==> src/rtl/tetris_input.sv <==
// Tetris input front end: debounced buttons, UART key bytes and gravity merged into request flags,
// issued one event at a time on ctrl with a two-cycle gap. Optional macro TETRIS_AUTOREPEAT_EN adds LEFT/RIGHT auto-repeat.
package enum_type;
   typedef enum logic [3:0] {
      NOEVENT    = 4'd0,
      LEFT       = 4'd1,
      RIGHT      = 4'd2,
      DOWN       = 4'd3,
      DROP       = 4'd4,
      HOLD       = 4'd5,
      ROTATE     = 4'd6,
      ROTATE_REV = 4'd7,
      BAR        = 4'd8
   } control_type;
endpackage

module tetris_input
   import enum_type::*;
#(
   parameter int DEBOUNCE_CYCLES = 1_000_000,
   parameter int GRAVITY_CYCLES  = 50_000_000,
   parameter int STALL_CYCLES    = 256,
   parameter int REPEAT_CYCLES   = 15_000_000
)(
   input  logic        clk,
   input  logic        reset_n,
   input  logic [3:0]  btn,
   input  logic [7:0]  rx_data,
   input  logic        rx_valid,
   input  logic        pause,
   input  logic        ready,
   output control_type ctrl,
   output logic [7:0]  pending
);

   localparam int F_LEFT = 0, F_RIGHT = 1, F_DOWN = 2, F_DROP = 3;
   localparam int F_HOLD = 4, F_ROT = 5, F_ROTREV = 6, F_BAR = 7;

   localparam int DW = $clog2(DEBOUNCE_CYCLES + 1);
   localparam int GW = $clog2(GRAVITY_CYCLES + 1);
   localparam int SW = $clog2(STALL_CYCLES + 1);
   localparam logic [DW-1:0] DB_MAX = DW'(DEBOUNCE_CYCLES - 1);
   localparam logic [GW-1:0] GR_MAX = GW'(GRAVITY_CYCLES - 1);
   localparam logic [SW-1:0] ST_MAX = SW'(STALL_CYCLES);

   typedef enum logic [1:0] {IDLE, ISSUE, GAP} state_t;

   logic [3:0]    r_sync1, r_sync2, r_db;
   logic [DW-1:0] r_db_cnt [4];
   logic [3:0]    w_db_rise;
   logic [GW-1:0] r_grav_cnt;
   logic          w_grav_req;
   logic [SW-1:0] r_stall;
   logic          w_stalled;
   logic [7:0]    w_rx_req, w_req, w_sel_mask, w_clr, w_pend_nxt;
   logic [7:0]    r_pending;
   logic [1:0]    w_rep_req;
   control_type   w_sel_ctrl, r_ctrl;
   state_t        r_state, w_state_nxt;
   logic          w_issue;

   // A bit flips only after DEBOUNCE_CYCLES consecutive disagreeing samples.
   always_ff @(posedge clk or negedge reset_n) begin
      if (!reset_n) begin
         r_sync1 <= '0;
         r_sync2 <= '0;
         r_db    <= '0;
         for (int i = 0; i < 4; i++) r_db_cnt[i] <= '0;
      end else begin
         r_sync1 <= btn;
         r_sync2 <= r_sync1;
         for (int i = 0; i < 4; i++) begin
            if (r_sync2[i] == r_db[i]) begin
               r_db_cnt[i] <= '0;
            end else if (r_db_cnt[i] == DB_MAX) begin
               r_db[i]     <= r_sync2[i];
               r_db_cnt[i] <= '0;
            end else begin
               r_db_cnt[i] <= r_db_cnt[i] + 1'b1;
            end
         end
      end
   end

   always_comb begin
      w_db_rise = '0;
      for (int i = 0; i < 4; i++)
         w_db_rise[i] = ~r_db[i] & r_sync2[i] & (r_db_cnt[i] == DB_MAX);
   end

`ifdef TETRIS_AUTOREPEAT_EN
   localparam int RW = $clog2(REPEAT_CYCLES + 1);
   localparam logic [RW-1:0] RP_MAX = RW'(REPEAT_CYCLES - 1);
   logic [RW-1:0] r_rep_cnt [2];

   always_comb begin
      w_rep_req = '0;
      for (int i = 0; i < 2; i++)
         w_rep_req[i] = r_db[i] & (r_rep_cnt[i] == RP_MAX);
   end

   always_ff @(posedge clk or negedge reset_n) begin
      if (!reset_n) begin
         for (int i = 0; i < 2; i++) r_rep_cnt[i] <= '0;
      end else begin
         for (int i = 0; i < 2; i++) begin
            if (!r_db[i] || w_rep_req[i]) r_rep_cnt[i] <= '0;
            else                          r_rep_cnt[i] <= r_rep_cnt[i] + 1'b1;
         end
      end
   end
`else
   localparam int unused_repeat_cycles = REPEAT_CYCLES;
   assign w_rep_req = '0;
`endif

   always_comb begin
      w_rx_req = '0;
      if (rx_valid) begin
         case (rx_data)
            8'h61:   w_rx_req[F_LEFT]   = 1'b1;
            8'h64:   w_rx_req[F_RIGHT]  = 1'b1;
            8'h73:   w_rx_req[F_DOWN]   = 1'b1;
            8'h77:   w_rx_req[F_ROT]    = 1'b1;
            8'h7a:   w_rx_req[F_ROTREV] = 1'b1;
            8'h20:   w_rx_req[F_DROP]   = 1'b1;
            8'h63:   w_rx_req[F_HOLD]   = 1'b1;
            8'h62:   w_rx_req[F_BAR]    = 1'b1;
            default: w_rx_req = '0;
         endcase
      end
   end

   assign w_grav_req = !pause && (r_grav_cnt == GR_MAX);
   assign w_stalled  = (r_stall >= ST_MAX);

   always_comb begin
      w_req           = w_rx_req;
      w_req[F_RIGHT]  = w_req[F_RIGHT] | w_db_rise[0] | w_rep_req[0];
      w_req[F_LEFT]   = w_req[F_LEFT]  | w_db_rise[1] | w_rep_req[1];
      w_req[F_ROT]    = w_req[F_ROT]   | w_db_rise[2];
      w_req[F_DROP]   = w_req[F_DROP]  | w_db_rise[3];
      w_req[F_DOWN]   = w_req[F_DOWN]  | w_grav_req;
   end

   always_comb begin
      w_sel_ctrl = NOEVENT;
      w_sel_mask = '0;
      if      (r_pending[F_DROP])   begin w_sel_ctrl = DROP;       w_sel_mask[F_DROP]   = 1'b1; end
      else if (r_pending[F_HOLD])   begin w_sel_ctrl = HOLD;       w_sel_mask[F_HOLD]   = 1'b1; end
      else if (r_pending[F_ROT])    begin w_sel_ctrl = ROTATE;     w_sel_mask[F_ROT]    = 1'b1; end
      else if (r_pending[F_ROTREV]) begin w_sel_ctrl = ROTATE_REV; w_sel_mask[F_ROTREV] = 1'b1; end
      else if (r_pending[F_LEFT])   begin w_sel_ctrl = LEFT;       w_sel_mask[F_LEFT]   = 1'b1; end
      else if (r_pending[F_RIGHT])  begin w_sel_ctrl = RIGHT;      w_sel_mask[F_RIGHT]  = 1'b1; end
      else if (r_pending[F_DOWN])   begin w_sel_ctrl = DOWN;       w_sel_mask[F_DOWN]   = 1'b1; end
      else if (r_pending[F_BAR])    begin w_sel_ctrl = BAR;        w_sel_mask[F_BAR]    = 1'b1; end
   end

   always_comb begin
      w_state_nxt = r_state;
      w_issue     = 1'b0;
      case (r_state)
         IDLE: begin
            if (|r_pending && (ready || w_stalled)) begin
               w_state_nxt = ISSUE;
               w_issue     = 1'b1;
            end
         end
         ISSUE:   w_state_nxt = GAP;
         GAP:     w_state_nxt = IDLE;
         default: w_state_nxt = IDLE;
      endcase
   end

   // Clearing wins over a same-cycle request for the issued flag, so that request is absorbed.
   assign w_clr      = w_issue ? w_sel_mask : 8'h00;
   assign w_pend_nxt = (r_pending | w_req) & ~w_clr;

   always_ff @(posedge clk or negedge reset_n) begin
      if (!reset_n) begin
         r_state    <= IDLE;
         r_ctrl     <= NOEVENT;
         r_pending  <= '0;
         r_grav_cnt <= '0;
         r_stall    <= '0;
      end else begin
         r_state   <= w_state_nxt;
         r_ctrl    <= w_issue ? w_sel_ctrl : NOEVENT;
         r_pending <= w_pend_nxt;
         if (!pause) r_grav_cnt <= w_grav_req ? '0 : r_grav_cnt + 1'b1;
         if (ready)                  r_stall <= '0;
         else if (r_stall != ST_MAX) r_stall <= r_stall + 1'b1;
      end
   end

   assign ctrl    = r_ctrl;
   assign pending = r_pending;

endmodule

==> config.mk <==
export PLATFORM = sky130hd
export DESIGN_NAME = tetris_input
export DESIGN_NICKNAME = d
export VERILOG_FILES = /design/src/rtl/tetris_input.sv
export SDC_FILE = /design/constraint.sdc
export NUM_CORES = 1
export LEC_CHECK = 0
export ABC_AREA = 1
export BUFFER_PORTS_ARGS = -buffer_cell sky130_fd_sc_hd__buf_4
export CAP_MARGIN = 20
export CORE_MARGIN = 4
export CORE_UTILIZATION = 60
export CTS_CLUSTER_SIZE = 12
export DETAILED_ROUTE_END_ITERATION = 6
export PLACE_DENSITY = 0.78
export SLEW_MARGIN = 20
export SYNTH_ARGS = -nofsm -noshare
export SYNTH_HDL_FRONTEND = slang
export SYNTH_SLANG_ARGS = --single-unit
==> constraint.sdc <==
create_clock -name clk -period 3.5 [get_ports clk]
set_input_delay 0.525 -clock clk [delete_from_list [all_inputs] [get_ports clk]]
set_output_delay 0.525 -clock clk [all_outputs]
set_load 0.005 [all_outputs]
# --- Word level (Yosys, flattened, before mapping) ---
# Cells that the tools add are included.
word_totals:
  reg_bits: 141
  input_bits: 17
op_classes:
  addsub: 6
  order_cmp: 1
  eq_ne: 20
  mux: 55
  n_bitwise: 24
  reduce_logical: 11
ops:
  columns: ["op", "n"]
  rows:
  - ["two-way mux 20 bit", 8]
  - ["adder 20 x 1 -> 20 bit (second input constant)", 4]
  - ["equality test 20 bit (second input constant)", 4]
  - ["equality test 8 x 7 -> 1 bit (second input constant)", 7]
  - ["two-way mux 4 bit", 10]
  - ["adder 26 x 1 -> 26 bit (second input constant)", 1]
  - ["equality test 26 bit (second input constant)", 1]
  - ["two-way mux 26 bit", 1]
  - ["two-way mux 1 bit", 23]
  - ["two-way mux 9 bit", 2]
  - ["two-way mux 8 bit", 2]
  - ["two-way mux 3 bit", 5]
  - ["adder 9 x 1 -> 9 bit (second input constant)", 1]
  - ["greater-or-equal comparator 9 bit (second input constant)", 1]
  - ["inequality test 9 bit (second input constant)", 1]
  - ["AND 1 bit", 8]
  - ["AND 8 bit", 1]
  - ["equality test 8 x 6 -> 1 bit (second input constant)", 1]
  - ["inverter 1 bit", 8]
  - ["inverter 8 bit", 1]
  - ["bitwise OR 8 bit", 1]
  - ["AND reduction 2 bit", 4]
  - ["OR reduction 8 bit", 1]
  - ["two-way mux 2 bit", 3]
  - ["other kinds (10)", 18]

# --- Depth between registers and ports, before layout ---
# Gate-level depths: netlist of the first run.
depth:
  ltp_word: 11
  mapped_depth: 9
  mapped_depth_nobuf: 9

# --- Least setup slack after synthesis of the first run ---
# No wires, ideal clock.
synth_path:
  kind: "flip-flop to flip-flop"
  startpoint: "register r_grav_cnt[0]"
  endpoint: "register r_grav_cnt[24]"
  t_arrival_ns: 1.336
  slack_ns: 2.045
  stages_incl_launch_ff: 10
  path_buffers: 1
  synth_period_minus_slack_ns: 1.455
  path_cell_list: "dfrtp_1 > ha_1 > nand2_2 > nor2_4 > nand2_1 > nor2_2 > nand2_2 > buf_6 > nand2_1 > nor2_1"
synth_between:
  elab_chain_cells: 3
  word_cells_on_any_way: 4
synth_lines:
  columns: ["item", "line_no", "text"]
  rows:
  - ["from (decl)", "51", "logic [GW-1:0] r_grav_cnt;"]
  - ["from (signal assigned)", "190", "if (!pause) r_grav_cnt <= w_grav_req ? '0 : r_grav_cnt + 1'b1;"]
  - ["parallel branches: the longest is 2 deep, another holds adder 26 x 1 -> 26 bit", null, null]
  - ["two-way mux 26 bit (*)", "190", null]
# Mark *: on every way between the ends.
# A chain may end at the register's enable or synchronous reset.

# --- Final worst setup path of the first run ---
layout_path:
  startpoint: "register r_grav_cnt[0]"
  endpoint: "register r_grav_cnt[14]"
# The elaborated chain is that of the path after synthesis.

==> results of run 1 <==
## kinds of logic after synthesis
group | count (synthesis)
xor gates and xnor gates | 40
buffers and inverters | 154
adders and majority gates | 11
AOI/OAI and AO/OA | 57
and+or+nand+nor | 688
DFF | 141
## layout make-up
class / count / area, um^2
fillers: 1034 / 3839
multi-input cells: 796 / 3791
flip-flops and latches: 141 / 3528
inverters: 146 / 548.0
clock buffers: 21 / 460.4
repair buffers: 29 / 234.0
well taps: 172 / 215.2
clock inverters: 11 / 157.7
## per-layer routing
metal | global-route usage, % | share of wire (%)
met2 | 39.36 | 46
met1 | 33.85 | 46
met5 | 0 | 0
met3 | 6.682 | 5.6
met4 | 9.587 | 2.3
## power breakdown
group          internal, mW  total (mW)  switching [mW]
Combinational         0.248       0.657           0.409
Clock                  1.17        1.89           0.720
Sequential             1.76        1.91           0.147
Total                  3.18        4.45            1.28
## critical path, cell delays in order, from the launching register on
cell and delay (ns):
dfrtp_1 0.44, ha_1 0.26, nand2_2 0.11, nor2_1 0.23
nand3_2 0.17, nor2_4 0.20, nand3b_1 0.10, nand2_1 0.06
nor2_1 0.04
## cell usage in the layout, fill, tap and decap left out, types with 3 or more instances in the layout
master	count
a21oi_1	29
a31oi_1	3
and2_1	4
buf_4	27
bufinv_16	3
clkbuf_16	17
clkinv_4	3
dfrtp_1	141
ha_1	11
inv_1	144
inv_6	3
nand2_1	240
nand2_2	12
nand3_1	78
nand3_2	7
nand3b_1	3
nand4_1	28
nor2_1	260
nor2_2	18
nor2_4	6
nor3_1	27
o21ai_0	19
xnor2_1	6
xor2_1	34
## registers in the layout (all words and copies together) (netlist names)
name,cells
r_state,2
r_sync1,4
ctrl,4
pending,8
r_sync2,4
r_grav_cnt,26
r_db_cnt,80
r_db,4
r_stall,9
## metrics by stage
stage	cell area (um^2)	worst slack, ns	power [mW]
floorplan	7911	2.045	2.296
global placement	8317	1.862	2.556
detailed placement	8317	1.812	2.574
CTS	8935	1.789	4.476
global route	8935	1.596	4.653
finish	8935	1.779	4.451
## worst paths after layout
kind,from,to,slack (ns)
worst max-delay path,r_grav_cnt[0],r_grav_cnt[14],1.78
min in group clk,btn[1],r_sync1[1],0.19
max in group asynchronous,reset_n,r_db_cnt[22],2.60
worst max register to register,r_grav_cnt[0],r_grav_cnt[14],1.78
worst min register to register,r_sync1[1],r_sync2[1],0.35
worst min-delay path,reset_n,r_grav_cnt[3],0.08
## synthesized netlist by cell type (all sizes together)
library cell / number
a22oi: 1
a31oi: 3
o32a: 1
or2: 2
clkbuf: 3
dfrtp: 141
buf: 5
nor2: 284
nand3b: 3
inv: 146
o211ai: 1
o21ai: 19
and2: 4
nand3: 85
nor3b: 2
xor2: 34
nand4: 28
ha: 11
o21bai: 1
xnor2: 6
nand2: 252
nor3: 28
a21oi: 31
==> summary.md, run 1 <==
| Metric | Value |
|---|---|
| Vias in the first global route | `6661` |
| GPL Wtd Cong | `0.9112` |
| Worst hold slack | `0.07927 ns` |
| Clock transition at path regs | `0.06 ns` |
| Synth area leaders | `dfrtp_1 45%, nor2_1 12%, nand2_1 11%, inv_1 6.8%, nand3_1 4.9%` |
| Min Tclk post-route | `between 1.5 and 2 ns` |
| RSZ-0062 raised after global routing | `false` |
| Cells after Synth | `1091` |
| Initial antenna violation count | `0` |
| Diode count | `0` |
| Hold Violations, Final | `0` |
| Slew margin rel. | `between 50 and 60%` |
| Setup Buffers After CTS | `0` |
| CTS Buf Count | `17` |
| Placed cells | `1284` |
| Routed vias | `6923` |
| GRT Util Overall | `25.23%` |
| Area grow syn2layout | `12.94%` |
| CTS HTree Levels | `4` |
| Setup violators final | `0` |
| Total grt overflow | `0` |
| DIE HEIGHT | `122.8 um` |
| Die area | `0.01509 mm^2` |
| Netlist cell types | `33` |
| Yosys reg bits | `approximately 140` |
| Synth top area share | `44.60%` |
| Final core occ | `69.95%` |
| CTS tree | `done` |
| I/O Pins | `29` |
| Static Leak | `4.192 nW` |
| Fin crit share | `between 40% and 50%` |
| Worst-Margin Slew | `0.6161 ns` |
| XOR/XNOR Fraction of Synth Area | `roughly 4.4%` |
| Clock Path Buffers | `2` |
| Clk sink count | `between 100 and 150` |
| Worst-path fanout max | `7` |
| DRT Wirelength | `17.40 mm` |
| Chip Width | `around 120 um` |
| Mapped Nets | `1119` |
| 1st-iter DRT viols | `about 600` |
| Adder-cell share of the synthesized area | `1.740%` |
| DR WL/cell | `13.22 um` |
| Simple-Gate Fraction of Synth Area | `37.85%` |
| Register area share after synthesis | `44.60%` |
| Mean Syn Cell Area | `7.251 um^2` |
| Cts repair resizes | `0` |
| Area of the core | `0.01277 mm^2` |
| Finished Layout Cells | `1316` |
| Multiplexer area fraction after synthesis | `0%` |
| Post-route ant nets | `0` |
| Min-Delay Path Class | `input port to async pin` |
| Setup Skew | `0.009629 ns` |
| First-pass GRT wire length | `roughly 30 mm` |
| PortBufs | `28` |
| Pwr dens | `498.2 mW/mm^2` |
| Standard-cell rows | `41` |
| HPWL after DPL | `12.44 mm` |
| Largest family of logic cells by synthesized area | `simple AND/OR/NAND/NOR gates` |
| Final setup TNS | `0 ns` |
| Root buf cell | `clkbuf_16` |
| CP Capture Type | `register` |
| Worst path arrival time | `2.04 ns` |
| Share of cells above drive strength 1 | `9.528%` |
| Worst EP required | `roughly 3.8 ns` |
| Skew-Pair Late Insertion Delay | `~0.43 ns` |
| Nets | `1159` |
| DRC Markers | `0` |
| Reg2reg path depth | `8` |
| Peak supply drop | `approximately 0.41 mV` |
| Largest net degree at the start of global routing | `77` |
| Synthesized area | `0.007911 mm^2` |
| Syn. warnings | `0` |
| Max Clock Freq | `581.0 MHz` |
| Compound-gate portion of the synthesized area | `approximately 3.9%` |
| Worst Setup Path Type | `register to register` |
| Via density | `5.261` |
| Cts hold-fix bufs | `0` |
| Synth area leader | `dfrtp_1` |
| Status | `complete, no violations` |
| CP Launch Type | `register` |
| Initial Util | `between 60% and 70%` |
| Drt pass-1 iters | `5` |
| Max cap viols | `0` |
| Final Slew Violations | `0` |
Note: power is estimated with default switching activity, not from simulation.
==> inputs of run 2 (changes only) <==
--- a/config.mk
+++ b/config.mk
@@ -9,10 +9,10 @@
 export BUFFER_PORTS_ARGS = -buffer_cell sky130_fd_sc_hd__buf_4
 export CAP_MARGIN = 20
 export CORE_MARGIN = 4
-export CORE_UTILIZATION = 60
+export CORE_UTILIZATION = 56
 export CTS_CLUSTER_SIZE = 12
 export DETAILED_ROUTE_END_ITERATION = 6
-export PLACE_DENSITY = 0.78
+export PLACE_DENSITY = 0.76
 export SLEW_MARGIN = 20
 export SYNTH_ARGS = -nofsm -noshare
 export SYNTH_HDL_FRONTEND = slang
==> constraint.sdc (replaced) <==
create_clock -name clk -period 1.45 [get_ports clk]
set_input_delay 0.2175 -clock clk [delete_from_list [all_inputs] [get_ports clk]]
set_output_delay 0.2175 -clock clk [all_outputs]
set_load 0.005 [all_outputs]
==> summary.md, run 2 (synthesis gave the netlist of run 1 again) <==
| Metric | Value |
|---|---|
| DIE HEIGHT | `126.9 um (+3.3%)` |
| Nets | `1256 (+8.4%)` |
| Most frequent cells in the layout | `229 x nor2_1, 210 x nand2_1, 138 x inv_1` |
| GRT Util Overall | `24.62% (-0.61 points)` |
| Final Power | `11.05 mW (+150%)` |
| Most flop-heavy register | `r_db_cnt` |
| Pwr dens | `1086 mW/mm^2 (+120%)` |
| Reg2reg path depth | `7 (-1)` |
| Area grow syn2layout | `28.58%` |
| FF-to-FF End | `r_db_cnt[30]` |
| FF-to-FF Start | `r_db_cnt[21]` |
| Seq pwr share | `41.9% (-0.9 points)` |
| Chip Width | `126.9 um (+3.3%)` |
| Worst-path fanout max | `4 (-3)` |
| Setup violators final | `9 (+9)` |
| Final Slew Violations | `0 (unchanged)` |
| Root buf cell | `clkbuf_16` |
| Clock Path Buffers | `2 (unchanged)` |
| Switching pwr | `3.293 mW (+160%)` |
| Routed vias | `7460 (+7.8%)` |
| Share of cells above drive strength 1 | `24.17% (+15 points)` |
| Max reg flops | `80 (unchanged)` |
| 1st-iter DRT viols | `716 (+20%)` |
| Crit path capture | `r_db_cnt[30]` |
| DRT Wirelength | `19.80 mm (+14%)` |
| Static Leak | `4.801 nW (+15%)` |
| Skew-Pair Late Insertion Delay | `0.42 ns (about the same)` |
| CTS HTree Levels | `4 (unchanged)` |
| CTS Buf Count | `17 (unchanged)` |
| CP Launch Type | `register` |
| Reg2reg setup slack | `-0.04 ns (-1.82 ns)` |
| PortBufs | `28 (unchanged)` |
| Largest net degree at the start of global routing | `39 (-49%)` |
| Post-route ant nets | `0 (unchanged)` |
| Initial Util | `56.99% (-4.9 points)` |
| Via density | `5.250 (-0.21%)` |
| DR WL/cell | `13.93 um (+5.4%)` |
| Vias in the first global route | `7195 (+8.0%)` |
| Biggest regs | `r_db_cnt: 80 flops, r_grav_cnt: 26 flops, r_stall: 9 flops` |
| Worst-Margin Slew | `0.4089 ns (-0.2072 ns)` |
| I/O Pins | `29 (unchanged)` |
| GPL Wtd Cong | `0.9539 (+4.7%)` |
| Worst setup startpoint | `r_db_cnt[21]` |
| Worst hold slack | `0.1348 ns (+0.05549 ns)` |
| Setup Skew | `0.007248 ns (-0.002381 ns)` |
| Worst EP required | `1.75 ns (-2.07 ns)` |
| Drt pass-1 iters | `5 (unchanged)` |
| Failing checks | `negative setup slack` |
| Switch share | `29.80% (+1.1 points)` |
| RSZ-0062 raised after global routing | `true` |
| Worst path arrival time | `1.78 ns (-0.26 ns)` |
| Multi-input gate area | `0.004258 mm^2 (+12%)` |
| Commonest non-fill, non-tap cell in the layout | `nor2_1` |
| Pint | `7.757 mW (+140%)` |
| Standard-cell rows | `43 (+4.9%)` |
| Clock transition at path regs | `0.06 ns (about the same)` |
| Status | `finished with violations` |
| Area of the core | `0.01388 mm^2 (+8.7%)` |
| Peak supply drop | `0.9796 mV (+140%)` |
| Clock Power Share | `39.2% (-3.2 points)` |
| Fin crit share | `102.6% (+53 points)` |
| CTS tree | `done` |
| Die area | `0.01609 mm^2 (+6.7%)` |
| Worst Setup Path Type | `register to register` |
| First-pass GRT wire length | `32.40 mm (+7.5%)` |
| Diode count | `0 (unchanged)` |
| Hold Violations, Final | `0 (unchanged)` |
| Min-Delay Path Class | `input port to register` |
| Register area | `0.003541 mm^2 (+0.35%)` |
| Initial antenna violation count | `0 (unchanged)` |
| Slew margin rel. | `72.74% (+14 points)` |
| CP Capture Type | `register` |
| HPWL after DPL | `13.57 mm (+9.0%)` |
| Clk sink count | `141 (unchanged)` |
| Total grt overflow | `0 (unchanged)` |
| Layout fillers | `1046 (+1.2%)` |
| Logic pwr share | `18.9% (+4.1 points)` |
| Max cap viols | `0 (unchanged)` |
| DRC Markers | `0 (unchanged)` |
| Final WS setup | `-0.03727 ns (-1.816 ns)` |
| Max Clock Freq | `672.4 MHz (+16%)` |
| Min Tclk post-route | `1.487 ns (-0.2338 ns)` |
-- run 2: changes by cell type in the layout (fill, tap and decap cells not counted), sizes merged, moves of 2 or more --
| cell | before | now |
|---|---|---|
| buf | 29 | 119 |
| clkbuf | 21 | 18 |
| clkinv | 3 | 6 |
| dlygate4sd3 | 0 | 6 |
| inv | 149 | 151 |
-- run 2: power groups by stage --
stage,registers [mW],logic (mW),clock network [mW]
global placement,4.62,1.79,0
global route,4.64,2.33,4.58
floorplan,4.59,0.960,0
finish,4.63,2.09,4.33
CTS,4.57,1.87,4.41
detailed placement,4.63,1.82,0
-- run 2: worst max-delay path, stage by stage (launching register included) --
cell and delay (ns):
dfrtp_1 0.37, ha_2 0.21, nand2_4 0.08, nor2_4 0.11, nand2_2 0.10, nor2_4 0.18
xor2_1 0.22, nor2_1 0.08
-- run 2: repair_timing --
action / 4_1_cts / 5_1_grt
endpoints found under the hold margin: 39 / 0
hold buffers: 6 / 0
endpoints found under the setup margin: 38 / 88
pin swaps: 7 / 52
gates cloned: 1 / 0
gates resized for setup: 18 / 126
setup buffers: 0 / 23
-- run 2: per-stage QoR --
stage	util [%]	setup slack (ns)	instance area [um^2]	std cells	TNS, ns
2_1_floorplan	-	0.01125	7914	1091	0
3_3_place_gp	63.81	0.007715	8857	1359	0
3_5_place_dp	63.81	-0.04634	8857	1359	-0.5311
4_1_cts	68.99	-0.002056	9577	1398	-0.002056
5_1_grt	73.28	-0.09881	10170	1421	-2.160
6_report	73.28	-0.03727	10170	1421	-0.1289
-- run 2: layout make-up --
class	count	share of cell area [%]
flip-flops and latches	141	34.81
repair buffers	125	9.926
clock inverters	14	1.562
well taps	180	2.214
multi-input cells	797	41.86
clock buffers	18	4.219
inverters	146	5.412
-- run 2: metal layers --
layer | track usage [%] | routed length, um | vias to the layer above
li1 | - | - | 3693
met1 | 32.84 | 8551 | 3519
met2 | 41.06 | 9850 | 219
met3 | 5.011 | 1128 | 29
met4 | 6.877 | 270 | 0
met5 | 0 | 0 | -
-- run 2: worst min path at each step --
stage,from,endpoint,slack [ns],cells past startpoint
global placement,reset_n,r_grav_cnt[6],0.16,1
detailed placement,reset_n,r_grav_cnt[6],0.16,1
floorplan,reset_n,ctrl[0],-0.08,0
finish,pause,r_grav_cnt[0],0.13,3
CTS,pause,r_grav_cnt[0],0.11,3
global route,pause,r_grav_cnt[0],0.13,3
==> inputs of run 3 (changes only) <==
--- a/config.mk
+++ b/config.mk
@@ -13,6 +13,7 @@
 export CTS_CLUSTER_SIZE = 12
 export DETAILED_ROUTE_END_ITERATION = 6
 export PLACE_DENSITY = 0.76
+export RECOVER_POWER = 100
 export SLEW_MARGIN = 20
 export SYNTH_ARGS = -nofsm -noshare
 export SYNTH_HDL_FRONTEND = slang
==> constraint.sdc (replaced) <==
create_clock -name clk -period 1.45 [get_ports clk]
set_input_delay 0.2175 -clock clk [delete_from_list [all_inputs] [get_ports clk]]
set_output_delay 0.2175 -clock clk [all_outputs]
set_load 0.01 [all_outputs]
==> summary.md, run 3 (synthesis gave the netlist of run 1 again) <==
| Metric | Value |
|---|---|
| Commonest non-fill, non-tap cell in the layout | `nor2_1` |
| Area grow syn2layout | `27.83%` |
| Final WS setup | `-0.03684 ns (+0.0004288 ns)` |
| Max Clock Freq | `672.6 MHz (about the same)` |
| Nets | `1256 (unchanged)` |
| CTS HTree Levels | `4 (unchanged)` |
| Switch share | `30.25% (+0.45 points)` |
| Setup Skew | `0.007797 ns (+0.0005489 ns)` |
| DR WL/cell | `13.93 um (about the same)` |
| Crit path max-delay cell type | `dfrtp_1` |
| Placed inst area | `0.008857 mm^2 (unchanged)` |
| Biggest regs | `r_db_cnt: 80 flops, r_grav_cnt: 26 flops, r_stall: 9 flops` |
| Min Tclk post-route | `1.487 ns (-0.0004288 ns)` |
| Design Area, Final | `0.01011 mm^2 (-0.58%)` |
| CP peak stage delay | `0.39 ns (+0.02 ns)` |
| Chip Width | `126.9 um (unchanged)` |
| Drt pass-1 iters | `6 (+1)` |
| Total grt overflow | `0 (unchanged)` |
| Worst Setup Path Type | `register to register` |
| I/O Pins | `29 (unchanged)` |
| Vias in the first global route | `7195 (unchanged)` |
| Multi-input gate area | `0.004255 mm^2 (about the same)` |
| PortBufs | `28 (unchanged)` |
| Cell repeated most along the worst path | `nor2_4` |
| Pint | `7.702 mW (-0.70%)` |
| Switching pwr | `3.340 mW (+1.4%)` |
| Final Slew Violations | `0 (unchanged)` |
| Share of cells above drive strength 1 | `23.53% (-0.64 points)` |
| Static Leak | `4.761 nW (-0.84%)` |
| Initial Util | `56.99% (unchanged)` |
| Via density | `5.236 (-0.27%)` |
| DRC Markers | `0 (unchanged)` |
| Worst EP required | `1.75 ns (about the same)` |
| Most flop-heavy register | `r_db_cnt` |
| Area of the core | `0.01388 mm^2 (unchanged)` |
| DRT Wirelength | `19.79 mm (about the same)` |
| Clk sink count | `141 (unchanged)` |
| Pwr dens | `1092 mW/mm^2 (+0.52%)` |
| Routed vias | `7440 (-0.27%)` |
| Worst-Margin Slew | `1.042 ns (+0.6328 ns)` |
| First-pass GRT wire length | `32.40 mm (unchanged)` |
| Final Power | `11.04 mW (about the same)` |
| Post-route ant nets | `0 (unchanged)` |
| 1st-iter DRT viols | `691 (-3.5%)` |
| Setup violators final | `11 (+2)` |
| Min-Delay Path Class | `input port to register` |
| Failing checks | `negative setup slack` |
| Clock transition at path regs | `0.06 ns (about the same)` |
| Logic pwr share | `18.9% (about the same)` |
| Worst-path cell chain | `nand2_1, nor2_4, nand2_2, nor2_4, xor2_1, nor2_1` |
| Status | `finished with violations` |
| Max reg flops | `80 (unchanged)` |
| Slew margin rel. | `30.55% (-42 points)` |
| DIE HEIGHT | `126.9 um (unchanged)` |
| Skew-Pair Late Insertion Delay | `0.42 ns (about the same)` |
| Clock Path Buffers | `2 (unchanged)` |
| Diode count | `0 (unchanged)` |
| Worst path arrival time | `1.78 ns (about the same)` |
| Max cap viols | `0 (unchanged)` |
| Root buf cell | `clkbuf_16` |
| Standard-cell rows | `43 (unchanged)` |
| Initial antenna violation count | `0 (unchanged)` |
| CP Capture Type | `register` |
| RSZ-0062 raised after global routing | `true` |
| Hold Violations, Final | `0 (unchanged)` |
| Die area | `0.01609 mm^2 (unchanged)` |
| GPL Wtd Cong | `0.9539 (unchanged)` |
| GRT Util Overall | `24.62% (unchanged)` |
| Layout fillers | `1059 (+1.2%)` |
| Register area | `0.003541 mm^2 (unchanged)` |
| CTS tree | `done` |
| Peak supply drop | `0.9831 mV (+0.35%)` |
| Clock Power Share | `39.3% (about the same)` |
| HPWL after DPL | `13.57 mm (unchanged)` |
| CTS Buf Count | `17 (unchanged)` |
| CP Launch Type | `register` |
| Worst-path fanout max | `4 (unchanged)` |
| Largest net degree at the start of global routing | `39 (unchanged)` |
| Seq pwr share | `41.9% (about the same)` |
| Most frequent cells in the layout | `229 x nor2_1, 211 x nand2_1, 138 x inv_1` |
| Fin crit share | `102.5% (about the same)` |
run 3: changes by cell type in the layout (fill, tap and decap cells not counted), sizes merged:
cell	delta
clkbuf	+14
buf	-14
run 3: path summary, 6_finish.rpt:
kind | depth (start not counted) | startpoint | slack (ns) | endpoint
setup / recovery | 6 | r_db_cnt[23] | -0.04 | r_db_cnt[30]
hold / removal | 3 | pause | 0.13 | r_grav_cnt[0]
hold reg to reg | 0 | r_sync1[2] | 0.35 | r_sync2[2]
min in group asynchronous | 2 | reset_n | 0.52 | r_grav_cnt[6]
setup reg to reg | 6 | r_db_cnt[23] | -0.04 | r_db_cnt[30]
max in group asynchronous | 3 | reset_n | 0.14 | r_db_cnt[7]
run 3: cell type report:
cell class	instances	area share (%)
inverter	146	5.444
timing repair buffer	125	9.427
clock buffer	18	4.243
multi-input combinational	797	42.08
tap	180	2.227
sequential	141	35.01
clock inverter	14	1.571
run 3: metal layers:
| metal | part of all wire [%] | vias to the layer above | GRT usage (%) |
|---|---|---|---|
| li1 | - | 3701 | - |
| met1 | 44 | 3507 | 32.84 |
| met2 | 50 | 207 | 41.06 |
| met3 | 5.5 | 25 | 5.011 |
| met4 | 1.3 | 0 | 6.877 |
| met5 | 0 | - | 0 |
run 3: timing repair:
item,4_1_cts,5_1_grt
setup endpoints to repair,38,88
hold buffers,6,0
endpoints found under the hold margin,39,0
pin swaps,7,52
buffers inserted,0,23
resized for setup,18,126
gates cloned,1,0
run 3: metrics by stage:
stage | worst slack [ns] | std cells | utilization (%) | hold slack [ns] | TNS [ns]
2_1_floorplan | 0.01125 | 1091 | - | -0.07809 | 0
3_3_place_gp | 0.007715 | 1359 | 63.81 | 0.1565 | 0
3_5_place_dp | -0.04634 | 1359 | 63.81 | 0.1584 | -0.5311
4_1_cts | -0.002056 | 1398 | 68.99 | 0.1082 | -0.002056
5_1_grt | -0.09881 | 1421 | 72.86 | 0.1315 | -3.421
6_report | -0.03684 | 1421 | 72.86 | 0.1347 | -0.1909
run 3: power groups by stage:
stage               combinational, mW  sequential [mW]  clock (mW)
floorplan                       0.959             4.64           0
global placement                 1.84             4.62           0
detailed placement               1.88             4.63           0
CTS                              1.93             4.57        4.41
global route                     2.32             4.64        4.58
finish                           2.08             4.62        4.33
run 3: worst max-delay path, delay by kind of cell (launching register included):
kind / cells / cell delay [ns]
simple gates: 5 / 0.75
flops: 1 / 0.39
xor+xnor: 1 / 0.23
